--- config.mk ---
export PLATFORM = sky130hd
export DESIGN_NAME = mem_port_sequencer
export DESIGN_NICKNAME = d
export VERILOG_FILES = /design/src/rtl/mem_seq_pkg.sv /design/src/rtl/mem_seq_pick.sv /design/src/rtl/mem_port_sequencer.sv
export SDC_FILE = /design/constraint.sdc
export NUM_CORES = 1
export LEC_CHECK = 0
export CORE_MARGIN = 1.5
export CORE_UTILIZATION = 37
export DETAILED_ROUTE_END_ITERATION = 16
export PLACE_DENSITY_LB_ADDON = 0.1
export SLEW_MARGIN = 20
export SYNTH_ARGS = -nofsm -noshare
export SYNTH_HDL_FRONTEND = slang
export SYNTH_SLANG_ARGS = --single-unit
export TNS_END_PERCENT = 100
--- constraint.sdc ---
create_clock -name clock -period 4.91 [get_ports clock]
set_input_delay 1.2275 -clock clock [delete_from_list [all_inputs] [get_ports clock]]
set_output_delay 1.2275 -clock clock [all_outputs]
set_load 0.01 [all_outputs]
--- src/rtl/mem_seq_pkg.sv ---
// Shared types for the memory port sequencer: FSM states, port ids, default read latency.
// The MEM_SEQ_RR_EN build option is consumed by mem_seq_pick and mem_port_sequencer.
package mem_seq_pkg;

    typedef enum logic [1:0] {
        IDLE   = 2'd0,
        ACCESS = 2'd1,
        DONE   = 2'd2
    } state_e;

    typedef enum logic {
        PORT_IF = 1'b0,
        PORT_DM = 1'b1
    } port_e;

    localparam int MEM_LAT_DEF = 2;

    // Wait-counter width; a zero-latency memory still needs a one-bit counter.
    function automatic int cnt_width(input int lat);
        return (lat < 2) ? 1 : $clog2(lat + 1);
    endfunction

endpackage

--- src/rtl/mem_seq_pick.sv ---
// Combinational winner selection between the fetch and data requesters.
// MEM_SEQ_RR_EN defined: ties go to the port not granted last; otherwise the data port wins ties.
module mem_seq_pick
    import mem_seq_pkg::*;
(
    input  logic if_req,
    input  logic dm_req,
    input  logic last_port,
    output logic grant_valid,
    output logic grant_port
);

    always_comb begin
        grant_valid = if_req | dm_req;
        grant_port  = PORT_DM;
        if (!dm_req) begin
            grant_port = PORT_IF;
        end
`ifdef MEM_SEQ_RR_EN
        else if (if_req) begin
            grant_port = (last_port == PORT_DM) ? PORT_IF : PORT_DM;
        end
`endif
    end

`ifndef MEM_SEQ_RR_EN
    logic unused_last_port;
    assign unused_last_port = last_port;
`endif

endmodule

--- src/rtl/mem_port_sequencer.sv ---
// Shares the single-port CPU memory between instruction fetch and data load/store, absorbing read latency.
// Build option MEM_SEQ_RR_EN: round-robin tie break with a last-granted pointer (default: data port priority).
module mem_port_sequencer
    import mem_seq_pkg::*;
#(
    parameter int ADDR_W  = 32,
    parameter int DATA_W  = 32,
    parameter int MEM_LAT = MEM_LAT_DEF
) (
    input  logic              clock,
    input  logic              reset,
    input  logic              if_req,
    input  logic [ADDR_W-1:0] if_addr,
    output logic              if_ack,
    output logic [DATA_W-1:0] if_rdata,
    input  logic              dm_req,
    input  logic              dm_we,
    input  logic [ADDR_W-1:0] dm_addr,
    input  logic [DATA_W-1:0] dm_wdata,
    output logic              dm_ack,
    output logic [DATA_W-1:0] dm_rdata,
    output logic [ADDR_W-1:0] mem_addr,
    output logic              mem_wr,
    output logic [DATA_W-1:0] mem_wdata,
    input  logic [DATA_W-1:0] mem_rdata,
    output logic              busy,
    output logic [1:0]        state_out
);

    localparam int CNT_W = cnt_width(MEM_LAT);

    state_e            state_q, state_d;
    logic [CNT_W-1:0]  cnt_q, cnt_d;
    port_e             owner_q, owner_d;
    logic [ADDR_W-1:0] mem_addr_q, mem_addr_d;
    logic              mem_wr_q, mem_wr_d;
    logic [DATA_W-1:0] mem_wdata_q, mem_wdata_d;
    logic [DATA_W-1:0] if_rdata_q, if_rdata_d;
    logic [DATA_W-1:0] dm_rdata_q, dm_rdata_d;
    logic              if_ack_q, if_ack_d;
    logic              dm_ack_q, dm_ack_d;
    logic              grant_valid;
    logic              grant_port;
    logic              last_port;

`ifdef MEM_SEQ_RR_EN
    logic last_q, last_d;
    assign last_port = last_q;
`else
    assign last_port = PORT_DM;
`endif

    mem_seq_pick u_pick (
        .if_req      (if_req),
        .dm_req      (dm_req),
        .last_port   (last_port),
        .grant_valid (grant_valid),
        .grant_port  (grant_port)
    );

    always_comb begin
        state_d     = state_q;
        cnt_d       = cnt_q;
        owner_d     = owner_q;
        mem_addr_d  = mem_addr_q;
        mem_wr_d    = mem_wr_q;
        mem_wdata_d = mem_wdata_q;
        if_rdata_d  = if_rdata_q;
        dm_rdata_d  = dm_rdata_q;
        if_ack_d    = 1'b0;
        dm_ack_d    = 1'b0;
`ifdef MEM_SEQ_RR_EN
        last_d      = last_q;
`endif
        case (state_q)
            IDLE: begin
                if (grant_valid) begin
                    owner_d = port_e'(grant_port);
                    state_d = ACCESS;
`ifdef MEM_SEQ_RR_EN
                    last_d  = grant_port;
`endif
                    if (grant_port == PORT_DM) begin
                        mem_addr_d  = dm_addr;
                        mem_wdata_d = dm_wdata;
                        mem_wr_d    = dm_we;
                        cnt_d       = dm_we ? '0 : CNT_W'(MEM_LAT);
                    end else begin
                        // fetch is always a read, whatever dm_we says
                        mem_addr_d = if_addr;
                        mem_wr_d   = 1'b0;
                        cnt_d      = CNT_W'(MEM_LAT);
                    end
                end
            end
            ACCESS: begin
                if (cnt_q == '0) begin
                    if (!mem_wr_q) begin
                        if (owner_q == PORT_DM) dm_rdata_d = mem_rdata;
                        else                    if_rdata_d = mem_rdata;
                    end
                    mem_wr_d = 1'b0;
                    if (owner_q == PORT_DM) dm_ack_d = 1'b1;
                    else                    if_ack_d = 1'b1;
                    state_d = DONE;
                end else begin
                    cnt_d = cnt_q - CNT_W'(1);
                end
            end
            DONE:    state_d = IDLE;
            default: state_d = IDLE;
        endcase
    end

    always_ff @(posedge clock or posedge reset) begin
        if (reset) begin
            state_q     <= IDLE;
            cnt_q       <= '0;
            owner_q     <= PORT_DM;
            mem_addr_q  <= '0;
            mem_wr_q    <= 1'b0;
            mem_wdata_q <= '0;
            if_rdata_q  <= '0;
            dm_rdata_q  <= '0;
            if_ack_q    <= 1'b0;
            dm_ack_q    <= 1'b0;
        end else begin
            state_q     <= state_d;
            cnt_q       <= cnt_d;
            owner_q     <= owner_d;
            mem_addr_q  <= mem_addr_d;
            mem_wr_q    <= mem_wr_d;
            mem_wdata_q <= mem_wdata_d;
            if_rdata_q  <= if_rdata_d;
            dm_rdata_q  <= dm_rdata_d;
            if_ack_q    <= if_ack_d;
            dm_ack_q    <= dm_ack_d;
        end
    end

`ifdef MEM_SEQ_RR_EN
    always_ff @(posedge clock or posedge reset) begin
        if (reset) last_q <= PORT_DM;
        else       last_q <= last_d;
    end
`endif

    assign if_ack    = if_ack_q;
    assign dm_ack    = dm_ack_q;
    assign if_rdata  = if_rdata_q;
    assign dm_rdata  = dm_rdata_q;
    assign mem_addr  = mem_addr_q;
    assign mem_wr    = mem_wr_q;
    assign mem_wdata = mem_wdata_q;
    assign busy      = (state_q != IDLE);
    assign state_out = state_q;

endmodule

# Word-level counts from Yosys, hierarchy flattened
# Cells that the tools add are included.
dict set report word_totals {
  reg_bits 136
  in_bits 133
  out_inout_bits 134
  elab_cells 49
}
dict set report op_classes {
  addsub 1
  n_eq_ne 4
  mux 20
  n_bitwise 3
  reduce_logical 11
}
# cell count
set op_table {}
lappend op_table {{2-to-1 mux 32 bit} 1}
lappend op_table {{2-to-1 mux 2 bit} 6}
lappend op_table {{2-to-1 mux 1 bit} 10}
lappend op_table {{AND reduction 3 bit} 3}
lappend op_table {{one-hot mux 2 bit (2 select lines)} 2}
lappend op_table {{AND reduction 4 bit} 2}
lappend op_table {{inequality test 2 bit, second input constant} 3}
lappend op_table {{zero test 2 bit} 2}
lappend op_table {{AND reduction 2 bit} 2}
lappend op_table {{nonzero test 2 bit} 2}
lappend op_table {{equality test 2 x 1 -> 1 bit, second input constant} 1}
lappend op_table {{NOT 1 bit} 2}
lappend op_table {{one-hot mux 1 bit (2 select lines)} 1}
lappend op_table {{subtractor 2 x 1 -> 2 bit, second input constant} 1}
lappend op_table {{OR 1 bit} 1}

# Longest topological paths before layout
# Gate-level depths: netlist of the first run.
dict set report depth {
  ltp_word 4
  depth_mapped 6
  ltp_nobuf 5
}

# Cells and area by module
# A second synthesis of the first run with hierarchy kept.
dict set report hier_totals {
  cells_unflattened 384
  hier_area_um2 5482.8
}
# module n_inst cells_each area_each_um2 seq_area_each_um2
set by_module_without_submodules {}
lappend by_module_without_submodules {mem_port_sequencer 1 382 5469.0 3404.5}
lappend by_module_without_submodules {mem_seq_pick 1 2 13.8 0.0}

# Worst setup path before layout of the first run
# Ideal clock, no wire load.
dict set report synth_timing {
  path_kind {input -> register}
  from {input dm_req}
  to {register mem_wdata_q[10], in the netlist mem_wdata[10]}
  setup_time_ns 0.125
  arrival_ns 2.139
  required_time_ns 4.785
  path_slack_ns 2.646
  path_stages 5
  path_buffers 3
  cell_sequence {buf_2 and2_1 buf_2 buf_6 mux2_2}
}
dict set report synth_via {
  elab_chain_cells 2
  elab_cells_between_ends 3
  classes_between {mux: 1; bitwise: 1; reduce/logical: 1}
}
# element line
set synth_rtl {}
lappend synth_rtl {{start, declared} mem_port_sequencer.sv:16} ;# input logic dm_req,
lappend synth_rtl {{OR 1 bit or 2-to-1 mux 1 bit (tied branches)} {mem_seq_pick.sv:14, mem_seq_pick.sv:16}}
lappend synth_rtl {{AND reduction 3 bit (no line) *} --}
lappend synth_rtl {{end signal, assigned} mem_port_sequencer.sv:133} ;# mem_wdata_q <= mem_wdata_d;
lappend synth_rtl {{end, declared} mem_port_sequencer.sv:37} ;# logic [DATA_W-1:0] mem_wdata_q, mem_wdata_d;
# Every way passes the cells marked *; elsewhere a longest branch is shown, timed or not.
# A chain may end at the register's enable or synchronous reset.

# Worst setup path in the final report of the first run
dict set report layout_timing {
  from {register state_q[0], in the netlist state_out[0]}
  to {output busy}
}
dict set report layout_via {
  elab_chain_cells 1
}
# element line
set layout_rtl {}
lappend layout_rtl {{start, declared} mem_port_sequencer.sv:32} ;# state_e state_q, state_d;
lappend layout_rtl {{start signal, assigned} mem_port_sequencer.sv:128} ;# state_q <= state_d;
lappend layout_rtl {{nonzero test 2 bit} mem_port_sequencer.sv:155} ;# assign busy = (state_q != IDLE);
lappend layout_rtl {{end, declared} mem_port_sequencer.sv:26} ;# output logic busy,
# Every way passes these cells.

==> metrics.md, run 1 <==
| Metric | Value |
|---|---|
| Status | `finished, final reports clean` |
| Initial antenna violation count | `0` |
| Initial Utilization | `0.379` |
| Syn. warnings | `0` |
| Clk_skew | `around 0.0058 ns` |
| Crit path arrival time | `2.46 ns` |
| Port bufs | `~270` |
| Final min period | `around 3.7 ns` |
| Fin. max-slew vios | `0` |
| Clock Tree Buf Depth | `2` |
| CTS hold repair buffers | `0` |
| Worst-margin pin slew | `approximately 0.94 ns` |
| Max Cap Viol | `0` |
| Largest family of logic cells by synthesized area | `multiplexers` |
| Final hold vios | `0` |
| H-tree depth | `4` |
| Die W | `~120 µm` |
| HP Class | `flop to flop` |
| Cell row count | `44` |
| CTS tree | `done` |
| Filler cells | `between 1000 and 1500` |
| Pint | `about 0.0041 W` |
| Final std cell area, no fill | `roughly 0.009 mm²` |
| Routing usage on met1 | `0.213` |
| Routed via count | `around 4000` |
| FF+latch count, synth | `between 100 and 150` |
| ANT nets after route | `0` |
| Worst r2r src | `cnt_q[0]` |
| Final period util | `0.751` |
| Worst setup path startpoint | `state_out[0]` |
| Post-CTS Setup Repair Bufs | `0` |
| Die area | `approximately 0.016 mm²` |
| Layout area overhead | `62.6%` |
| Synth Net Count | `515` |
| TNS Setup | `0 ns` |
| VDD IR max | `about 0.30 mV` |
| Total core area | `about 0.014 mm²` |
| Comb power frac | `0.436` |
| Die H | `125 µm` |
| Global-route wire length before repair | `~22000 µm` |
| Unique cell type count in the Yosys netlist | `23` |
| Hold Crit Start | `cnt_q[0]` |
| Nets | `slightly below 800` |
| DR pass1 iterations | `4` |
| Synthesized instance count | `between 300 and 400` |
| Setup-failing EPs final | `0` |
| Simple-gate portion of the synthesized area | `0.0210` |
| Mux contribution to synthesized area | `0.259` |
| Pwr Density | `661 mW/mm²` |
| DR WL/cell | `16.6 µm` |
| Yosys top cell area share | `0.616` |
| CTS root buf | `clkbuf_16` |
| Worst-path clk slew | `roughly 0.05 ns` |
| Cell area after placement | `roughly 0.0083 mm²` |
| Sw power | `0.00176 W` |
| Mapped Area | `~0.0055 mm²` |
| CP Capture Type | `output port` |
| CTS Buf Count | `17` |
| Vias in the first global route | `approximately 4200` |
| Largest net degree at the start of global routing | `121` |
| Global Route Usage Sum | `0.184` |
| Global route overflow | `0` |
| Clock network power share | `0.227` |
| Top cells by area, synth | `dfrtp_1, mux2_2, mux2i_1` |
| Cell accounting for the most synthesized area | `dfrtp_1` |
| Layout cell share with drive strength beyond 1 | `0.203` |
| First DRT Iteration DRCs | `151` |
| Slew headroom | `0.372` |
| Clk_lat worst skew | `~0.41 ns` |
| Drt total wl | `~14000 µm` |
| Synth Area in XOR/XNOR | `0` |
| Post-cts gate resize count | `0` |
| # IOs | `roughly 270` |
| Sw Share | `0.299` |
| Achievable Freq | `271 MHz` |
| Met3 Use GR | `0.0812` |
| Post-synthesis compound-gate area fraction | `0.0643` |
| CTS Sinks | `136` |
| Reg power frac | `0.337` |
| RSZ-0062 raised after global routing | `false` |
| Placer congestion estimate | `approximately 0.74` |
| Critical path class | `flop to output port` |
| Gr busiest metal | `met2` |
| Worst EP required | `between 3 and 4 ns` |
| Vias per cell | `between 4 and 5` |
| Hold slack | `between 0.4 and 0.5 ns` |
| Worst r2r path cells | `6` |
| WHS Path Cells | `1` |
| DP HPWL | `slightly above 10000 µm` |
| Number of remaining DRC errors | `0` |
| Pleak | `3.75 nW` |
| Crit-path max FO | `35` |
| Register area share after synthesis | `0.621` |
| Synth Area in Adders | `0.00456` |
| Met2 Use GR | `0.298` |
| CP startpoint kind | `flop` |
| Syn_area_per_cell | `roughly 14 µm²` |
| Diode count | `0` |
## Yosys cell counts
cell	instances
ha_1	2
mux2i_1	34
buf_2	5
inv_1	5
dfstp_2	1
or3b_2	1
nor2_1	4
o21ai_1	2
and2_1	3
mux2_1	5
o21ai_0	65
mux2_2	91
nand3b_4	1
buf_6	6
a21o_1	1
nor3b_4	1
nand2_1	3
nand2b_1	1
buf_4	3
dfrtp_1	135
clkbuf_1	9
nor3_4	1
o32a_1	1
## cell usage in the layout, fill, tap and decap left out, drive strengths merged, types with 2 or more instances in the layout
cell type      count
buf                7
o21ai             67
clkinv             3
mux2              96
mux2i             34
clkbuf            24
nand2              3
dfrtp            135
clkdlybuf4s50    265
and2               3
ha                 2
bufinv             4
nor2               4
inv                5
## critical path, cell delays in order (launching register included)
cell and delay, ns:
dfrtp_1 0.46, nor2_1 0.15, inv_1 0.71, clkdlybuf4s50_1 0.73
## cells by family (layout without fill, tap and decap cells)
kind of cell,Yosys count,in the layout
flip-flops,136,136
multiplexers,130,130
AO/OA/AOI/OAI,69,69
buffers and inverters,28,309
AND/OR/NAND/NOR,15,15
adder cells (fa/ha/maj),2,2
## layout make-up
type	count	area [µm²]	share of cell area
Clock buffer	24	482	0.0540
Inverter	5	26.3	0.00295
Tap cell	184	230	0.0258
Sequential cell	136	3400	0.382
Clock inverter	8	143	0.0160
Multi-Input combinational cell	216	1930	0.217
Timing Repair Buffer	272	2700	0.303
## worst paths after layout
check | endpoint | slack [ns]
min | cnt_q[0] | 0.48
min reg2reg | cnt_q[0] | 0.48
max reg2reg | dm_rdata[22] | 2.93
max | busy | 1.22
max in group asynchronous | mem_wdata[2] | 2.81
min in group asynchronous | mem_wdata[23] | 1.34
## flip-flops by register name, summed over array words and instances, names as in the netlist
register / count
mem_wdata: 32
cnt_q: 2
dm_rdata: 32
state_out: 2
if_ack: 1
if_rdata: 32
dm_ack: 1
mem_wr: 1
mem_addr: 32
owner_q: 1
## power groups by stage
stage                     clock [W]  combinational (W)  sequential, W
after floorplan                   0           0.000909        0.00225
after global placement            0            0.00256        0.00198
after detailed placement          0            0.00260        0.00201
after CTS                   0.00136            0.00260        0.00200
after global routing        0.00142            0.00275        0.00207
final                       0.00134            0.00257        0.00199
## metrics by stage
step,setup slack (ns),power (W),util,instances
floorplan,0.0447,0.00316,-,380
global placement,1.77,0.00454,0.572,813
detailed placement,1.71,0.00461,0.572,813
CTS,1.25,0.00597,0.615,845
global route,1.03,0.00624,0.616,845
finish,1.22,0.00590,0.616,845
## per-layer routing
layer / vias up / share of wire
met2: 172 / 0.48
met3: 18 / 0.096
met5: - / 0
li1: 1889 / -
met4: 0 / 0.018
met1: 1958 / 0.40
Power figures use the tool's default switching activity.
==> run 2, diff against run 1 <==
- clock period: 4.91 -> 3.1 ns (I/O delays scaled with it)
==> run 2 against run 1 <==
  * Non-clock buffer count is 2 higher
  * Sequential share of layout area is 0.17 points lower
  * Largest power group unchanged
  * Global-route usage hardly changed
  * Final cell count is 0.24% higher
==> metrics.md, run 2 (same netlist as run 1, synthesis figures left out) <==
| Metric | Value |
|---|---|
| Status | `finished, final reports clean` |
| Final std cell area, no fill | `between 0.008 and 0.009 mm²` |
| VDD IR max | `approximately 0.47 mV` |
| Largest net degree at the start of global routing | `75` |
| Initial antenna violation count | `0` |
| Vias in the first global route | `~4400` |
| Max incr delay on CP | `~0.50 ns` |
| RSZ-0062 raised after global routing | `false` |
| Post-cts gate resize count | `0` |
| CTS root buf | `clkbuf_16` |
| CP Capture Type | `output port` |
| First DRT Iteration DRCs | `just under 100` |
| HP Class | `flop to flop` |
| Final hold vios | `0` |
| Routed via count | `4063` |
| DR WL/cell | `16.4 µm` |
| R2R Setup Slk | `between 1 and 1.5 ns` |
| Number of remaining DRC errors | `0` |
| Cell row count | `44` |
| Crit path arrival time | `1.83 ns` |
| Setup-failing EPs final | `0` |
| Crit-path cells | `nor2_1, inv_1, clkdlybuf4s50_1` |
| Worst r2r path cells | `4` |
| Slew headroom | `0.246` |
| Worst r2r src | `state_out[0]` |
| Cell area after placement | `0.00832 mm²` |
| Hold slack | `just under 0.5 ns` |
| Final min period | `2.60 ns` |
| DR pass1 iterations | `4` |
| CTS tree | `done` |
| Most frequent cells in the layout | `clkdlybuf4s50_1, dfrtp_1, mux2_2, o21ai_0, mux2i_1` |
| Sw power | `about 0.0028 W` |
| Met3 Use GR | `0.0649` |
| Worst-margin pin slew | `1.13 ns` |
| Total core area | `0.0145 mm²` |
| Worst-path clk slew | `0.06 ns` |
| Achievable Freq | `384 MHz` |
| Pint | `around 0.0066 W` |
| H-tree depth | `4` |
| Worst EP required | `roughly 2.3 ns` |
| Met2 Use GR | `0.319` |
| Reg power frac | `0.336` |
| Gr busiest metal | `met2` |
| Comb power frac | `0.436` |
| Initial Utilization | `0.379` |
| Die H | `roughly 120 µm` |
| Layout area overhead | `63.3%` |
| Clk_lat worst skew | `slightly above 0.4 ns` |
| Clk_skew | `0.00729 ns` |
| Hold Path End | `cnt_q[0]` |
| CP top delay family | `buffers and inverters` |
| Buffer and inverter count on the worst path | `2` |
| DP HPWL | `roughly 10000 µm` |
| Vias per cell | `~4.8` |
| Clock Tree Buf Depth | `2` |
| Critical path class | `flop to output port` |
| Placer congestion estimate | `approximately 0.79` |
| Slowest CP cell | `clkdlybuf4s50_1` |
| Post-CTS Setup Repair Bufs | `0` |
| Die area | `between 0.015 and 0.02 mm²` |
| Clock network power share | `0.228` |
| Hold Crit Start | `cnt_q[0]` |
| Worst slack, placed | `approximately 0.39 ns` |
| Layout cell share with drive strength beyond 1 | `0.210` |
| WHS Path Cells | `1` |
| Fin. max-slew vios | `0` |
| CTS Sinks | `136` |
| # IOs | `around 270` |
| Final worst slack | `around 0.5 ns` |
| Diode count | `0` |
| Max Cap Viol | `0` |
| TNS Setup | `0 ns` |
| CTS hold repair buffers | `0` |
| Global-route wire length before repair | `roughly 23000 µm` |
| Most common cell after layout, fill and taps aside | `clkdlybuf4s50_1` |
| ANT nets after route | `0` |
| Global Route Usage Sum | `0.185` |
| CTS Buf Count | `17` |
| Final period util | `0.839` |
| Port bufs | `266` |
| Sw Share | `0.299` |
| CP startpoint kind | `flop` |
| Pwr Density | `roughly 1000 mW/mm²` |
| R2R Path End | `mem_wdata[27]` |
| Pleak | `3.76 nW` |
| Overall power | `about 0.0094 W` |
| Die W | `125 µm` |
| Crit-path max FO | `5` |
| Nets | `~790` |
| Drt total wl | `about 14000 µm` |
| Global route overflow | `0` |
| Routing usage on met1 | `0.210` |
[run 2: changes by cell type in the layout (fill, tap and decap cells not counted), moves of 2 or more]
cell,delta
buf_12,+2
clkbuf_1,-3
clkinv_4,+2
clkinvlp_4,+3
[run 2: metrics by stage]
| step | util | cells |
|---|---|---|
| 2_1_floorplan | - | 380 |
| 3_3_place_gp | 0.575 | 815 |
| 3_5_place_dp | 0.575 | 815 |
| 4_1_cts | 0.619 | 847 |
| 5_1_grt | 0.619 | 847 |
| 6_report | 0.619 | 847 |
[run 2: worst register-to-register path: cells and delay by family (launching register included)]
kind / cells / cell delay, ns
flip-flops: 1 / 0.46
buffers and inverters: 1 / 0.24
multiplexers: 1 / 0.37
AND/OR/NAND/NOR: 2 / 0.79
[run 2: how the worst max path moves through the flow]
stage | end | depth (start not counted) | slack (ns) | from
after floorplan | cnt_q[0] | 1 | 0.63 | reset
final | busy | 3 | 0.50 | state_out[0]
after CTS | busy | 3 | 0.46 | state_out[0]
after global routing | busy | 3 | 0.39 | state_out[0]
after global placement | cnt_q[1] | 4 | 0.47 | if_req
after detailed placement | cnt_q[1] | 4 | 0.39 | if_req
[run 2: layout make-up]
type | instances | area, µm²
sequential | 136 | 3400
timing repair buffer | 274 | 2740
tap | 184 | 230
clock buffer | 21 | 470
inverter | 5 | 22.5
fill | 1143 | 5520
multi-input combinational | 216 | 1920
clock inverter | 11 | 170
[run 2: power by group through the flow]
stage	sequential [W]	clock (W)	combinational [W]
after floorplan	0.00356	0	0.00144
after global placement	0.00314	0	0.00408
after detailed placement	0.00319	0	0.00416
after CTS	0.00317	0.00220	0.00416
after global routing	0.00329	0.00228	0.00437
final	0.00316	0.00214	0.00409
[run 2: per-layer routing]
metal	routed length, µm	vias up
met4	262	0
met3	1180	20
met2	6960	170
met5	0	-
li1	-	1890
met1	5510	1983
